File: config.mk
export PLATFORM = sky130hd
export DESIGN_NAME = cache_fill_ctrl
export DESIGN_NICKNAME = d
export VERILOG_FILES = /design/src/rtl/wisc_cache_pkg.sv /design/src/rtl/fill_counter.sv /design/src/rtl/cache_fill_ctrl.sv
export SDC_FILE = /design/constraint.sdc
export NUM_CORES = 1
export LEC_CHECK = 0
export CAP_MARGIN = 25
export CORE_MARGIN = 1.5
export CORE_UTILIZATION = 38
export CTS_CLUSTER_DIAMETER = 30
export CTS_CLUSTER_SIZE = 25
export DETAILED_ROUTE_END_ITERATION = 7
export GPL_TIMING_DRIVEN = 0
export PLACE_DENSITY = 0.91
export REMOVE_ABC_BUFFERS = 1
export SYNTH_ARGS = -nofsm -noshare
export SYNTH_HDL_FRONTEND = slang
export SYNTH_SLANG_ARGS = --single-unit
File: constraint.sdc
create_clock -name clk -period 1.9 [get_ports clk]
set_input_delay 0.19 -clock clk [delete_from_list [all_inputs] [get_ports clk]]
set_output_delay 0.19 -clock clk [all_outputs]
set_load 0.01 [all_outputs]
File: src/rtl/wisc_cache_pkg.sv
// rtl/wisc_cache_pkg.sv - shared cache geometry, fill-state enum and block-address helper
package wisc_cache_pkg;

  localparam int ADDR_WIDTH    = 16;
  localparam int BLOCK_WORDS   = 8;
  localparam int MEM_LAT       = 4;
  localparam int OFFSET_BITS   = $clog2(2 * BLOCK_WORDS);
  localparam int WORD_IDX_BITS = $clog2(BLOCK_WORDS);
  // Counters must reach BLOCK_WORDS itself, hence one extra bit.
  localparam int CNT_BITS      = WORD_IDX_BITS + 1;

  typedef enum logic {
    IDLE = 1'b0,
    FILL = 1'b1
  } fill_state_t;

  function automatic logic [ADDR_WIDTH-1:0] block_base(input logic [ADDR_WIDTH-1:0] addr);
    return addr & ~ADDR_WIDTH'((1 << OFFSET_BITS) - 1);
  endfunction

endpackage

File: src/rtl/fill_counter.sv
// rtl/fill_counter.sv - clearable enabled up-counter that saturates at a terminal count
module fill_counter #(
  parameter int WIDTH    = 4,
  parameter int TERMINAL = 8
) (
  input  logic             clk,
  input  logic             rst,
  input  logic             clr,
  input  logic             en,
  output logic [WIDTH-1:0] count,
  output logic             done
);

  assign done = (count == WIDTH'(TERMINAL));

  always_ff @(posedge clk) begin
    if (rst || clr) begin
      count <= '0;
    end else if (en && !done) begin
      count <= count + WIDTH'(1);
    end
  end

endmodule

File: src/rtl/cache_fill_ctrl.sv
// rtl/cache_fill_ctrl.sv - cache miss classifier and block-fill sequencer to main memory
module cache_fill_ctrl
  import wisc_cache_pkg::*;
(
  input  logic                     clk,
  input  logic                     rst,
  input  logic                     lookup_valid,
  input  logic                     lookup_hit,
  input  logic [ADDR_WIDTH-1:0]    lookup_addr,
  output logic                     fsm_busy,
  output logic                     mem_rd_en,
  output logic [ADDR_WIDTH-1:0]    mem_address,
  input  logic                     mem_data_valid,
  input  logic [ADDR_WIDTH-1:0]    mem_data,
  output logic                     write_data_array,
  output logic [WORD_IDX_BITS-1:0] fill_word_index,
  output logic [ADDR_WIDTH-1:0]    fill_data,
  output logic                     write_tag_array,
  output logic                     cache_req,
  output logic                     cache_hit
);

  fill_state_t state_q, state_d;
  logic [ADDR_WIDTH-1:0] base_q;
  logic [CNT_BITS-1:0]   issue_cnt, recv_cnt;
  logic issue_done, recv_done;
  logic in_idle, in_fill, req_w, miss, issue_active, recv_fire, recv_last;

  // Everything is gated by rst so outputs read 0 throughout the reset cycle.
  assign in_idle      = !rst && (state_q == IDLE);
  assign in_fill      = !rst && (state_q == FILL);
  assign req_w        = lookup_valid && in_idle;
  assign miss         = req_w && !lookup_hit;
  assign issue_active = in_fill && !issue_done;
  assign recv_fire    = in_fill && mem_data_valid && !recv_done;
  assign recv_last    = recv_fire && (recv_cnt == CNT_BITS'(BLOCK_WORDS - 1));

  fill_counter #(.WIDTH(CNT_BITS), .TERMINAL(BLOCK_WORDS)) u_issue_cnt (
    .clk   (clk),
    .rst   (rst),
    .clr   (miss),
    .en    (issue_active),
    .count (issue_cnt),
    .done  (issue_done)
  );

  fill_counter #(.WIDTH(CNT_BITS), .TERMINAL(BLOCK_WORDS)) u_recv_cnt (
    .clk   (clk),
    .rst   (rst),
    .clr   (miss),
    .en    (recv_fire),
    .count (recv_cnt),
    .done  (recv_done)
  );

  always_ff @(posedge clk) begin
    if (rst) begin
      state_q <= IDLE;
      base_q  <= '0;
    end else begin
      state_q <= state_d;
      if (miss) begin
        base_q <= block_base(lookup_addr);
      end
    end
  end

  always_comb begin
    state_d = state_q;
    case (state_q)
      IDLE:    if (miss)      state_d = FILL;
      FILL:    if (recv_last) state_d = IDLE;
      default: state_d = IDLE;
    endcase
  end

  always_comb begin
    cache_req        = req_w;
    cache_hit        = req_w && lookup_hit;
    fsm_busy         = in_fill || miss;
    mem_rd_en        = 1'b0;
    mem_address      = '0;
    write_data_array = 1'b0;
    fill_word_index  = '0;
    fill_data        = '0;
    write_tag_array  = 1'b0;
    if (issue_active) begin
      mem_rd_en   = 1'b1;
      mem_address = base_q + ADDR_WIDTH'({issue_cnt, 1'b0});
    end
    if (recv_fire) begin
      write_data_array = 1'b1;
      fill_word_index  = recv_cnt[WORD_IDX_BITS-1:0];
      fill_data        = mem_data;
      write_tag_array  = recv_last;
    end
  end

endmodule

# ---- After elaboration in Yosys (flattened, before gate mapping)
# Index checks and enable logic that the tools add are counted.
dict set report op_classes {
  add_sub_neg 3
  n_mul 0
  div_mod_pow 0
  n_lt_le_gt_ge 0
  n_eq_ne 3
  shifts 0
  mux 9
  n_bitwise 1
  reduce_logical 17
}
# op count
set op_table {}
lappend op_table {{16-bit 2-to-1 mux} 2}
lappend op_table {{16-bit by 5-bit adder with 16-bit output} 1}
lappend op_table {{1-bit logical AND} 11}
lappend op_table {{4-bit by 1-bit adder with 4-bit output, second input constant} 2}
lappend op_table {{4-bit == test, second input constant} 2}
lappend op_table {{1-bit 2-to-1 mux} 5}
lappend op_table {{4-bit by 3-bit == test with 1-bit output, second input constant} 1}
lappend op_table {{1-bit logical NOT} 4}
lappend op_table {{3-bit 2-to-1 mux} 1}
lappend op_table {{1-bit logical OR} 2}
lappend op_table {{1-bit one-hot mux with 2 select lines} 1}
lappend op_table {{1-bit NOT} 1}
dict set report word_totals {
  reg_bits 21
  latch_bits 0
  ram_bits 0
  romBits 0
  inputBits 37
  output_inout_bits 41
  n_memories 0
}

# ---- Longest topological paths before layout
dict set report logic_depth {
  word_depth 7
  mapped_depth 6
}

# ---- Cells and area by module
# A second synthesis with hierarchy kept.
dict set report unflattened {
  cells_unflattened 183
  hier_area_um2 1446.4
}
# module instances cells_per_inst area_each_um2 seq_area_each_um2
set modules_own_cells {}
lappend modules_own_cells {cache_fill_ctrl 1 133 998.5 260.2}
lappend modules_own_cells {fill_counter 2 25 224.0 80.1}

# ---- Worst setup path after synthesis
# Ideal clock, no wire load.
dict set report synth_timing {
  kind {reg2out}
  startpoint {register u_issue_cnt.count[3]}
  endpoint {output mem_address[14]}
  t_arrival_ps 1459
  slack_ps 251
  stages_incl_launch_ff 5
  cell_sequence {dfxtp_1 ha_1 nand4_4 or4_1 a21oi_1}
}
dict set report synth_between {
  elab_chain_cells 4
  word_cells_on_any_way 5
  cone_classes {add/sub: 1; eq/ne: 1; mux: 1; reduce/logical: 2}
}
# element line_no
set synth_lines {}
lappend synth_lines {{from (decl)} fill_counter.sv:10} ;# output logic [WIDTH-1:0] count,
lappend synth_lines {{from (signal assigned)} fill_counter.sv:20} ;# count <= count + WIDTH'(1);
lappend synth_lines {{parallel branches: the longest is 3 deep, another holds 16-bit by 5-bit adder with 16-bit output} -}
lappend synth_lines {{16-bit 2-to-1 mux *} cache_fill_ctrl.sv:87} ;# if (issue_active) begin
lappend synth_lines {{to (decl)} cache_fill_ctrl.sv:12} ;# output logic [ADDR_WIDTH-1:0] mem_address,
# Mark *: on every way between the ends.

# ---- Worst setup path after layout
dict set report layout_timing {
  startpoint {register base_q[4]}
  endpoint {output mem_address[13]}
}
dict set report layout_between {
  elab_chain_cells 2
}
# element line_no
set layout_lines {}
lappend layout_lines {{from (decl)} cache_fill_ctrl.sv:24} ;# logic [ADDR_WIDTH-1:0] base_q;
lappend layout_lines {{from (signal assigned)} cache_fill_ctrl.sv:63} ;# base_q <= block_base(lookup_addr);
lappend layout_lines {{16-bit by 5-bit adder with 16-bit output} cache_fill_ctrl.sv:89} ;# mem_address = base_q + ADDR_WIDTH'({issue_cnt, 1'b0});
lappend layout_lines {{16-bit 2-to-1 mux} cache_fill_ctrl.sv:87}
# No other way between the ends.

==> impl_summary.md <==
Layout
In the final design database the tool counted 316 nets. The final instance area is 2410 um^2. Of the cells placed in the final design, the portion with a size suffix greater than 1 is 41.5%.

The final-layout fill cell count is 253. The area used by sequential logic in the layout is 445 um^2. Compared with the post-synthesis result, the final layout area differs by 75.1%.

The area used by multi-input combinational logic is 1000 um^2. The repair_antennas step left the layout with diodes totalling 0.

Clocking
The clock buffer count from CTS is 3. The number of buffers inserted by hold repair at cts is 0. The number of sinks handled by clock tree synthesis is 21. TritonCTS built the clock tree.

The clock latency of the later-clocked register in the worst-skew pair is 0.33 ns. CTS built an H-tree with a depth of 1. The CTS clock-pin slew for the worst setup and hold paths is 0.13 ns. CTS placed an instance of clkbuf_4 at the clock tree root. The longest clock path from root to sink contains 2 buffers.

Critical path
The kind of capture point of the worst setup path is a primary output. Data on the critical path is required at its endpoint by 1.71 ns. The maximum fanout along the worst path is 4. In this run the critical register-to-register path is captured at base_q[4]. The slowest stage of the critical path is the or4_4 cell. The critical path data arrival time is 1.90 ns. The number of cells on the worst reg-to-reg path is 4.

The critical path is of the register to primary output type. The slack of the worst reg-to-reg path is 0.35 ns. The critical path's largest stage delay is 0.59 ns. The kind of start point of the critical path is a register. Walking the worst path, the cells encountered are ha_4 > nand4_1 > or4_4 > a21oi_2 > buf_2. The source of the worst register-to-register timing path is state_q.

STA
For the finished layout, the period the worst path requires is 2.09 ns. At the pin with the least slew margin, the transition time is 0.662 ns. Across all hold checks on the routed design, the worst slack comes to 0.414 ns. The relative max-transition margin is 55.7%. The number of endpoints failing setup at the final stage is 8.

Of the available clock period, the critical path in the final layout requires 110%. In the post-route analysis, the smallest setup slack over all paths is -0.187 ns. The final hold violation count is 0.

The total count of max-transition violations in the final report came to 0. Based on the critical path, the design can be clocked at up to 0.479 GHz. Setup repair after global routing could not meet its margin everywhere. The final clock skew is 0.00126 ns.

Pwr
In this run the static leakage power is 1.10 nW. The overall power of the completed layout is 932 uW. The highest ir drop seen on vdd is 0.407 mV.

The power density of the placed cells is 387 nW/um^2.

Routing
The number of detailed-route iterations in the first pass is 4. The final routed wire length divided by cell count is 17.9 um. The number of vias per cell is 5.69. The number of vias in the routed layout is 1,810.

The final layout contains routed wiring with a total length of 5690 um. In this run the remaining antenna-violating nets after routing total 0. The number of remaining DRC errors is 0. The violation count after the first detailed-routing iteration is 115.

Placed design
In this run the tool buffered the top-level ports with 72 buffer cells. The HPWL after detailed placement is 2880 um. The post-place instance area is 2110 um^2.

Routability-driven placement finished with a final weighted congestion of 0.788.

Synth
The average instance area after synthesis is 8.18 um^2. The biggest area consumer among synthesized cells is dfxtp_1. Sorting the synthesized cells by area gives the leading types as dfxtp_1, and3_1, a22o_1. Of the post-synthesis cell area, the dominant cell type holds 30.6%.

Synthesis produced a netlist whose cell count is 168. The synthesis-stage register bit count is 21. The number of warnings reported in the yosys synthesis log is 0. The total standard cell area after synthesis is 1380 um^2. After synthesis, flip-flops and latches occupy 30.6% of the total area. The number of library cell types mapped by synthesis is 39.

Die
Measured along the x axis, the die boundary spans 63.2 um. After floorplanning, the core was divided into 21 placement rows. The standard cell core area is 3420 um^2. The die covers 3990 um^2. The die outline height is 63.2 um.

The I/O pin count is 78. The initial utilization of the core area, before any placement, comes to 40.3%.

Outcome
The checks that failed: setup timing. The run finished, with violations left.

Run
Max-cap violations in this run came to 0.

Global route
The pin count of the biggest net entering global routing is 14. The number of global-route vias before repair is 1,723. Global routing used 26.4% of the available tracks.

The initial antenna violation count is 0. The leftover overflow at the end of global routing is 0. The first-pass GRT wire length is 8360 um.

Min path
The cell depth of the worst min-delay path is 3. The worst hold path terminates at base_q[14]. The startpoint of the lowest-slack hold path is lookup_addr[14]. The min-delay analysis places its worst path in the category input port to register.
[cell usage in the layout (no fill, tap or decap), types with 4 or more instances in the layout]
cell	instances
a21oi_1	6
nand3_1	7
a22o_1	9
a21oi_2	6
o21ai_0	6
dfxtp_2	8
nor2_1	9
nand2_1	8
inv_1	9
o21ai_1	4
and3b_1	4
dfxtp_1	9
buf_2	10
and3_1	17
dfxtp_4	4
buf_4	29
clkdlybuf4s50_1	35
clkbuf_2	25
[critical path, delay by kind of cell, from the launching register on]
family | cells | cell delay [ns]
simple gates | 2 | 0.77
flops | 1 | 0.40
fa+ha+maj | 1 | 0.14
buf+inv | 1 | 0.14
compound gates | 1 | 0.13
[cells in the mapped netlist, drive strengths merged]
library cell   n
a2111oi        2
a21o           1
a21oi         12
a22o           9
a31o           3
and2           1
and2b          1
and3          17
and3b          4
buf            7
clkbuf         2
conb           1
dfxtp         21
ha             6
inv           11
mux2i          1
nand2          9
nand2b         1
nand3          7
nand3b         3
nand4          4
nand4b         1
nor2          10
nor3           2
nor3b          2
nor4           1
nor4b          1
o21ai         11
o31ai          3
or2            2
or3            5
or4            3
xnor2          2
xor2           2
[worst max-delay path by stage]
| stage | cells after the start | end | from |
|---|---|---|---|
| floorplan | 4 | mem_address[14] | u_issue_cnt.count[3] |
| global placement | 5 | mem_address[13] | rst |
| detailed placement | 5 | mem_address[13] | rst |
| CTS | 5 | mem_address[13] | u_issue_cnt.count[3] |
| global route | 6 | mem_address[9] | base_q[4] |
| finish | 5 | mem_address[13] | base_q[4] |
[final cells by class]
type / count / share of cell area [%]
timing repair buffer: 107 / 34.5
sequential: 21 / 18.5
clock inverter: 1 / 0.208
multi-input combinational: 129 / 41.7
inverter: 11 / 1.72
clock buffer: 3 / 0.936
tap: 46 / 2.39
[metal layers]
layer | up-vias | share of wire [%] | track usage, %
met2 | 96 | 52 | 45.9
met1 | 861 | 38 | 29.7
met3 | 32 | 5.6 | 6.61
met5 | - | 0 | 0
li1 | 821 | - | -
met4 | 0 | 4.5 | 13.3
[flip-flops by register name (all words and copies together) (netlist names)]
name / flops
state_q: 1
u_recv_cnt.count: 4
u_issue_cnt.count: 4
base_q: 12
[through the flow]
step | setup TNS [ns] | utilization [%] | setup WS, ns | cells
after floorplan | 0 | - | 0.251 | 159
after detailed placement | -16.55 | 61.6 | -0.631 | 277
after global placement | -15.45 | 61.6 | -0.593 | 277
after CTS | -0.462 | 67.6 | -0.171 | 302
final | -0.875 | 70.5 | -0.187 | 318
after global routing | -1.73 | 70.5 | -0.258 | 318
[repair_timing]
| action | in CTS | in global routing |
|---|---|---|
| gates cloned | 2 | 2 |
| resized for setup | 83 | 77 |
| pin swaps | 10 | 12 |
| buffers inserted | 19 | 15 |
| endpoints found under the setup margin | 39 | 37 |
[logic make-up after synthesis]
| family | count (synthesis) | share of synthesized area (%) |
|---|---|---|
| flip-flops | 21 | 30.6 |
| multiplexers | 1 | 0.728 |
| AO/OA/AOI/OAI | 41 | 19.5 |
| other | 1 | 0.273 |
| AND/OR/NAND/NOR | 74 | 34.5 |
| XOR/XNOR | 4 | 2.55 |
| adder cells (fa/ha/maj) | 6 | 5.46 |
| buffers and inverters | 20 | 6.46 |
[where the power goes]
| group | switching (mW) | total (mW) | internal (mW) |
|---|---|---|---|
| clock network | 0.160 | 0.239 | 0.0792 |
| logic | 0.0910 | 0.210 | 0.119 |
| registers | 0.0283 | 0.484 | 0.455 |
| total | 0.279 | 0.932 | 0.653 |
(Power assumes the default switching activity.)
